## config.mk

```make
export PLATFORM = sky130hd
export DESIGN_NAME = fn_eval_accum_ctrl
export DESIGN_NICKNAME = d
export VERILOG_FILES = /design/src/rtl/fn_eval_pkg.sv /design/src/rtl/fn_eval_credit_counter.sv /design/src/rtl/fn_eval_accum_ctrl.sv
export SDC_FILE = /design/constraint.sdc
export NUM_CORES = 1
export LEC_CHECK = 0
export ABC_AREA = 1
export CAP_MARGIN = 10
export CORE_ASPECT_RATIO = 1.1
export CORE_UTILIZATION = 45
export DETAILED_ROUTE_END_ITERATION = 12
export HOLD_SLACK_MARGIN = 0.08
export PLACE_DENSITY = 0.79
export SYNTH_ARGS = -nofsm -noshare
export SYNTH_HDL_FRONTEND = slang
export SYNTH_SLANG_ARGS = --single-unit
```

## constraint.sdc

```tcl
create_clock -name clk -period 4.7 [get_ports clk]
set_clock_uncertainty 0.05 [all_clocks]
set_input_delay 0.47 -clock clk [delete_from_list [all_inputs] [get_ports clk]]
set_output_delay 0.47 -clock clk [all_outputs]
set_load 0.01 [all_outputs]
```

## src/rtl/fn_eval_pkg.sv

```systemverilog
// Shared command codes, FSM state encoding and STATUS word layout for the
// function-evaluation command front-end.
package fn_eval_pkg;

  localparam logic [1:0] CMD_CLEAR  = 2'd0;
  localparam logic [1:0] CMD_GO     = 2'd1;
  localparam logic [1:0] CMD_READ   = 2'd2;
  localparam logic [1:0] CMD_STATUS = 2'd3;

  typedef enum logic [2:0] {
    ST_IDLE    = 3'd0,
    ST_ISSUE_A = 3'd1,
    ST_ISSUE_B = 3'd2,
    ST_DRAIN   = 3'd3,
    ST_RESP    = 3'd4
  } state_e;

  // STATUS word: err in the MSB, ovf just below it, outstanding in the LSBs.
  localparam int STATUS_ERR_FROM_MSB = 0;
  localparam int STATUS_OVF_FROM_MSB = 1;

endpackage

```

## src/rtl/fn_eval_credit_counter.sv

```systemverilog
// Up/down counter of operands in flight in the evaluation core.
module fn_eval_credit_counter #(
  parameter int MAX_COUNT = 16,
  parameter int CW        = $clog2(MAX_COUNT + 1)
) (
  input  logic          clk,
  input  logic          rst,
  input  logic          inc,
  input  logic          dec,
  output logic [CW-1:0] count,
  output logic          full,
  output logic          empty
);

  logic [CW-1:0] count_reg;

  always_ff @(posedge clk or negedge rst) begin
    if (!rst) begin
      count_reg <= '0;
    end else if (inc && !dec) begin
      count_reg <= count_reg + CW'(1);
    end else if (dec && !inc) begin
      count_reg <= count_reg - CW'(1);
    end
  end

  assign count = count_reg;
  assign full  = (count_reg == CW'(MAX_COUNT));
  assign empty = (count_reg == '0);

endmodule

```

## src/rtl/fn_eval_accum_ctrl.sv

```systemverilog
// Command front-end: issues operands to the evaluation core, accumulates the
// returned results and answers CLEAR / GO / READ / STATUS commands.
module fn_eval_accum_ctrl
  import fn_eval_pkg::*;
#(
  parameter int DATA_WIDTH      = 32,
  parameter int RES_WIDTH       = 22,
  parameter int ACC_WIDTH       = 32,
  parameter int NUM_OPS         = 2,
  parameter int MAX_OUTSTANDING = 16,
  parameter int SATURATE        = 1,
  parameter int N_WIDTH         = 2
) (
  input  logic                  clk,
  input  logic                  rst,
  input  logic                  clk_en,
  input  logic                  start,
  input  logic [N_WIDTH-1:0]    n,
  input  logic [DATA_WIDTH-1:0] dataa,
  input  logic [DATA_WIDTH-1:0] datab,
  output logic [DATA_WIDTH-1:0] result,
  output logic                  done,
  output logic                  op_valid,
  input  logic                  op_ready,
  output logic [DATA_WIDTH-1:0] op_data,
  input  logic                  res_valid,
  input  logic [RES_WIDTH-1:0]  res_data
);

  localparam int CW = $clog2(MAX_OUTSTANDING + 1);

  state_e                  state_reg, state_next;
  logic [N_WIDTH-1:0]      cmd_reg;
  logic [DATA_WIDTH-1:0]   a_reg, b_reg, result_reg;
  logic [ACC_WIDTH-1:0]    acc_reg, acc_next;
  logic                    ovf_reg, err_reg;
  logic [CW-1:0]           outstanding;
  logic                    full, empty;
  logic                    sample, accept, ret_ok, ret_err, drain_exit;
  logic                    add_ovf;
  logic [ACC_WIDTH:0]      sum_ext;
  logic [DATA_WIDTH-1:0]   acc_sat, status_word;
  logic [ACC_WIDTH-DATA_WIDTH:0] acc_top;

  assign sample     = (state_reg == ST_IDLE) && clk_en && start;
  assign accept     = op_valid && op_ready;
  assign ret_ok     = res_valid && !empty;
  assign ret_err    = res_valid && empty;
  assign drain_exit = (state_reg == ST_DRAIN) && empty;

  fn_eval_credit_counter #(
    .MAX_COUNT (MAX_OUTSTANDING),
    .CW        (CW)
  ) u_credit (
    .clk   (clk),
    .rst   (rst),
    .inc   (accept),
    .dec   (ret_ok),
    .count (outstanding),
    .full  (full),
    .empty (empty)
  );

  // One guard bit above the accumulator exposes signed overflow of the add.
  assign sum_ext = {acc_reg[ACC_WIDTH-1], acc_reg}
                 + {{(ACC_WIDTH + 1 - RES_WIDTH){res_data[RES_WIDTH-1]}}, res_data};
  assign add_ovf = sum_ext[ACC_WIDTH] != sum_ext[ACC_WIDTH-1];

  always_comb begin
    acc_next = sum_ext[ACC_WIDTH-1:0];
    if (add_ovf && (SATURATE != 0)) begin
      acc_next = sum_ext[ACC_WIDTH] ? {1'b1, {(ACC_WIDTH-1){1'b0}}}
                                    : {1'b0, {(ACC_WIDTH-1){1'b1}}};
    end
  end

  assign acc_top = acc_reg[ACC_WIDTH-1:DATA_WIDTH-1];
  assign acc_sat = ((&acc_top) || !(|acc_top)) ? acc_reg[DATA_WIDTH-1:0]
                 : (acc_reg[ACC_WIDTH-1] ? {1'b1, {(DATA_WIDTH-1){1'b0}}}
                                         : {1'b0, {(DATA_WIDTH-1){1'b1}}});

  always_comb begin
    status_word = '0;
    status_word[CW-1:0] = outstanding;
    status_word[DATA_WIDTH-1-STATUS_ERR_FROM_MSB] = err_reg;
    status_word[DATA_WIDTH-1-STATUS_OVF_FROM_MSB] = ovf_reg;
  end

  always_comb begin
    state_next = state_reg;
    op_valid   = 1'b0;
    op_data    = '0;
    done       = 1'b0;
    case (state_reg)
      ST_IDLE: begin
        if (sample) begin
          if (n == N_WIDTH'(CMD_GO))          state_next = ST_ISSUE_A;
          else if (n == N_WIDTH'(CMD_STATUS)) state_next = ST_RESP;
          else                                state_next = ST_DRAIN;
        end
      end
      ST_ISSUE_A: begin
        op_valid = !full;
        op_data  = a_reg;
        if (!full && op_ready) state_next = (NUM_OPS == 2) ? ST_ISSUE_B : ST_RESP;
      end
      ST_ISSUE_B: begin
        op_valid = !full;
        op_data  = b_reg;
        if (!full && op_ready) state_next = ST_RESP;
      end
      ST_DRAIN: begin
        if (empty) state_next = ST_RESP;
      end
      ST_RESP: begin
        done       = 1'b1;
        state_next = ST_IDLE;
      end
      default: state_next = ST_IDLE;
    endcase
  end

  always_ff @(posedge clk or negedge rst) begin
    if (!rst) begin
      state_reg  <= ST_IDLE;
      cmd_reg    <= '0;
      a_reg      <= '0;
      b_reg      <= '0;
      result_reg <= '0;
      acc_reg    <= '0;
      ovf_reg    <= 1'b0;
      err_reg    <= 1'b0;
    end else begin
      state_reg <= state_next;
      if (sample) begin
        cmd_reg <= n;
        a_reg   <= dataa;
        b_reg   <= datab;
        if (n == N_WIDTH'(CMD_STATUS)) result_reg <= status_word;
      end
      // CLEAR wins over anything returned on its completing edge.
      if (drain_exit && (cmd_reg == N_WIDTH'(CMD_CLEAR))) begin
        acc_reg    <= '0;
        ovf_reg    <= 1'b0;
        err_reg    <= 1'b0;
        result_reg <= '0;
      end else begin
        if (ret_ok) begin
          acc_reg <= acc_next;
          if (add_ovf) ovf_reg <= 1'b1;
        end
        if (ret_err) err_reg <= 1'b1;
        if (drain_exit) result_reg <= acc_sat;
      end
    end
  end

  assign result = result_reg;

endmodule
```

==> impl_summary.md <==
STA
The worst slew slack as a fraction of its limit is 27.1%. The setup violation total in the final timing report is 0. Static timing analysis puts the maximum clock frequency at 308 MHz. At the pin with the least slew margin, the transition time is 1090 ps.

For the final routed database, the setup TNS stands at 0 ps. After layout, the worst setup slack is 1450 ps. The time the worst path needs with I/O delays and setup is 3250 ps.

The number of failing hold endpoints at the final stage is 0. Setup repair after global routing left no endpoint under its margin. The number of slew-limit violations in the final report is 0.

In the finished design, the share of the clock period the worst path needs comes to 69.2%.

Clock network
The clock net in this run drives a total of 140 sinks. The CTS tree is built. No sink is reached through more buffers than the 2 on the longest clock path. Buffers inserted to repair hold after CTS numbered 0. The clock-pin slew on the worst setup and hold paths is 60 ps.

The number of setup buffers added after CTS is 0. At the later pin of the worst-skew pair, clock insertion delay measures 430 ps. The level count of the clock H-tree is 4. The cell chosen for the clock root is clkbuf_16. The number of gates resized after CTS was 0. The number of CTS-inserted buffers is 17.

Yosys
Ranked by total cell area, the synthesized netlist is headed by dfrtp_1, nand2_1, inv_1, nand3_1, ha_1. The commonest cells after synthesis are nand2_1, inv_1, dfrtp_1, nand3_1, o21ai_0. The post-synth net total is 1317.

The leading area contributor after synthesis is dfrtp_1. In the synthesized netlist, the number of instances is 1185. The main flop type after synthesis is dfrtp_1. In the synthesized netlist the async set-or-reset flop fraction comes to 100%. The number of distinct standard cells referenced by the synthesized netlist is 35.

The synthesized area per cell is 7.19 sq um. Sequential cells were found to cover 41.1% of the synthesized design area. The most instantiated library cell after synthesis is nand2_1. The number of warnings issued by yosys is 0. The number of flops mapped to enable cells by yosys is 0. After synthesis, the largest area contributor takes up 41.1% of total cell area. The post-synthesis instance area is 8520 sq um.

The total of flip-flops plus latches after synthesis is 140.

Cells and area
The number of antenna diodes in the final layout is 0. The filler cell count in the final layout is 1665. The area occupied by multi-input gates is 4210 sq um. The area added between synthesis and finish is 26.8%. The number of nets in the layout is 1459. The area of all sequential standard cells is 3500 sq um.

The final cell utilization of the core is 58.5%. The post-route cell area is 10800 sq um. Cells with a size suffix above 1 make up 5.37% of the layout.

Route
After detailed routing, the number of remaining DRC violations is 0. For this block, the routed nets add up to 23.2 mm of wire. The highest metal layer carrying signal wires in the routed design is met4. The average vias per placed instance is 5.10.

The detailed-route via count is 8078. The initial detailed-routing violation count is 526. The total iterations of the first detailed-routing run is 5. The count of nets left with antenna violations once routing finished came out at 0. The detailed-routing wirelength on met1 is 10.4 mm. The routed design uses 10.9 mm of met2 wire.

The met3 routed wirelength is 1.25 mm. The final routed wire length divided by cell count is 14.6 um.

Placement
The weighted congestion reported at the end of routability-driven placement is 0.928. The HPWL after detailed placement is 16.5 mm. Timing analysis after detailed placement gives a worst setup slack of 1050 ps.

The cell area after placement is 10200 sq um. The count of buffers added on input and output ports is 159.

Global routing
The aggregate global routing overflow is 0. The via count of the first global-routing pass is 7815. The total global routing track utilization is 24.2%. The global-route wire length before repair is 37.7 mm. The maximum number of pins on one net before global-route repair is 134.

The initial antenna violation count is 0.

Setup path
The buffering stage count on the worst path with inverters included is 2. For this design, the slowest cell found on the critical path is clkdlybuf4s50_1. At the worst endpoint, the required time is 5020 ps. The kind of end point of the critical path is a register. The register-to-register setup slack is 1710 ps. The path type of the worst setup path is in2reg. Traced cell by cell, the critical path runs through clkdlybuf4s50_1 -> ha_1 -> nand2_1 -> inv_1 -> a21oi_2 -> nand2_1 -> a21oi_2 -> nand2_2 -> nand2_2 -> nand2_4 -> a21oi_4 -> nand2_1 -> nand2_1. The most frequent cell on the critical path is nand2_1. Of all nets on the critical path, the largest fanout is 31. STA classifies the critical path startpoint as an input port.

The data arrival time of the worst path is 3570 ps. The number of stages on the worst setup path is 13. The number of cells on the worst reg-to-reg path is 15. For this run, the slowest stage of the critical path takes 830 ps. Among cell families on the critical path, the largest total delay comes from compound AO/OA/AOI/OAI gates. The startpoint of the lowest-slack register-to-register path is acc_reg[0]. The worst reg2reg path endpoint is acc_reg[2].

Power
Dividing total power by cell area gives a power density of 700 nW/um^2. The total power is 7.56 mW. The leakage power of the design is 5.40 nW. The worst-case IR drop observed on VDD is 0.000381 V.

Hold path
The worst hold path belongs to the class in2async.

Status
The run finished with clean final reports.

Floorplanning
The standard cell core area is 18500 sq um. The die is 146 um tall. Once the floorplan was initialized, standard cells occupied 46.1% of the core. The die is 133 um wide.

The top-level port count is 160. The die covers 19500 sq um. The floorplan row count is 52.

Flow run
The count of max-cap constraint violations is 0.
## power by group
part | switching, mW | internal [mW]
logic | 2.49 | 1.69
registers | 0.312 | 1.80
clock network | 0.582 | 0.692
## per-layer routing
metal,vias to the layer above,global-route usage (%)
li1,4062,-
met1,3724,31.0
met2,251,41.3
met3,41,3.54
met4,0,9.38
met5,-,0
## cell type report
cell class / count / share of cell area, %
multi-input combinational: 846 / 39.0
clock buffer: 17 / 3.94
timing repair buffer: 166 / 15.2
sequential: 140 / 32.4
inverter: 156 / 5.42
clock inverter: 15 / 1.22
tap: 243 / 2.81
## worst max-delay path by stage
stage                             from           endpoint  slack (ps)
final                     res_data[21]         acc_reg[2]        1450
after global placement    res_data[21]        acc_reg[18]        1150
after floorplan           state_reg[2]  u_credit.count[4]        2260
after detailed placement  res_data[21]         acc_reg[2]        1050
after global routing      res_data[21]         acc_reg[4]        1210
after CTS                 res_data[21]         acc_reg[2]        1490
## logic make-up (layout without fill, tap and decap cells)
logic type,count (synthesis),after routing,share of synthesized area (%)
compound gates,169,169,11.1
flops,140,140,41.1
xor+xnor,18,18,1.85
simple gates,619,619,30.4
fa+ha+maj,38,38,5.76
mux,2,2,0.235
buf+inv,199,354,9.56
## stage by stage
step / cells / hold slack, ps
floorplan: 1185 / 124
global placement: 1551 / 422
detailed placement: 1551 / 432
CTS: 1583 / 124
global route: 1583 / 157
finish: 1583 / 68.3
## cells in the final DEF, fill, tap and decap left out, types with 2 or more instances in the layout
cell,n
nand2_1,404
clkdlybuf4s50_1,158
inv_1,152
dfrtp_1,140
nand3_1,106
o21ai_0,86
nor2_1,65
ha_1,36
a21oi_1,33
o22ai_1,32
clkbuf_16,17
nand2_2,15
xnor2_1,15
nand3b_1,9
o21bai_1,7
buf_4,7
nor3_1,6
nand4_1,6
inv_6,6
a21oi_2,5
inv_2,4
clkinvlp_4,4
xor2_1,3
mux2i_1,2
o31ai_1,2
nor3_2,2
nand3_2,2
fa_1,2
inv_8,2
clkinv_2,2
Note: power is estimated with default switching activity, not from simulation.
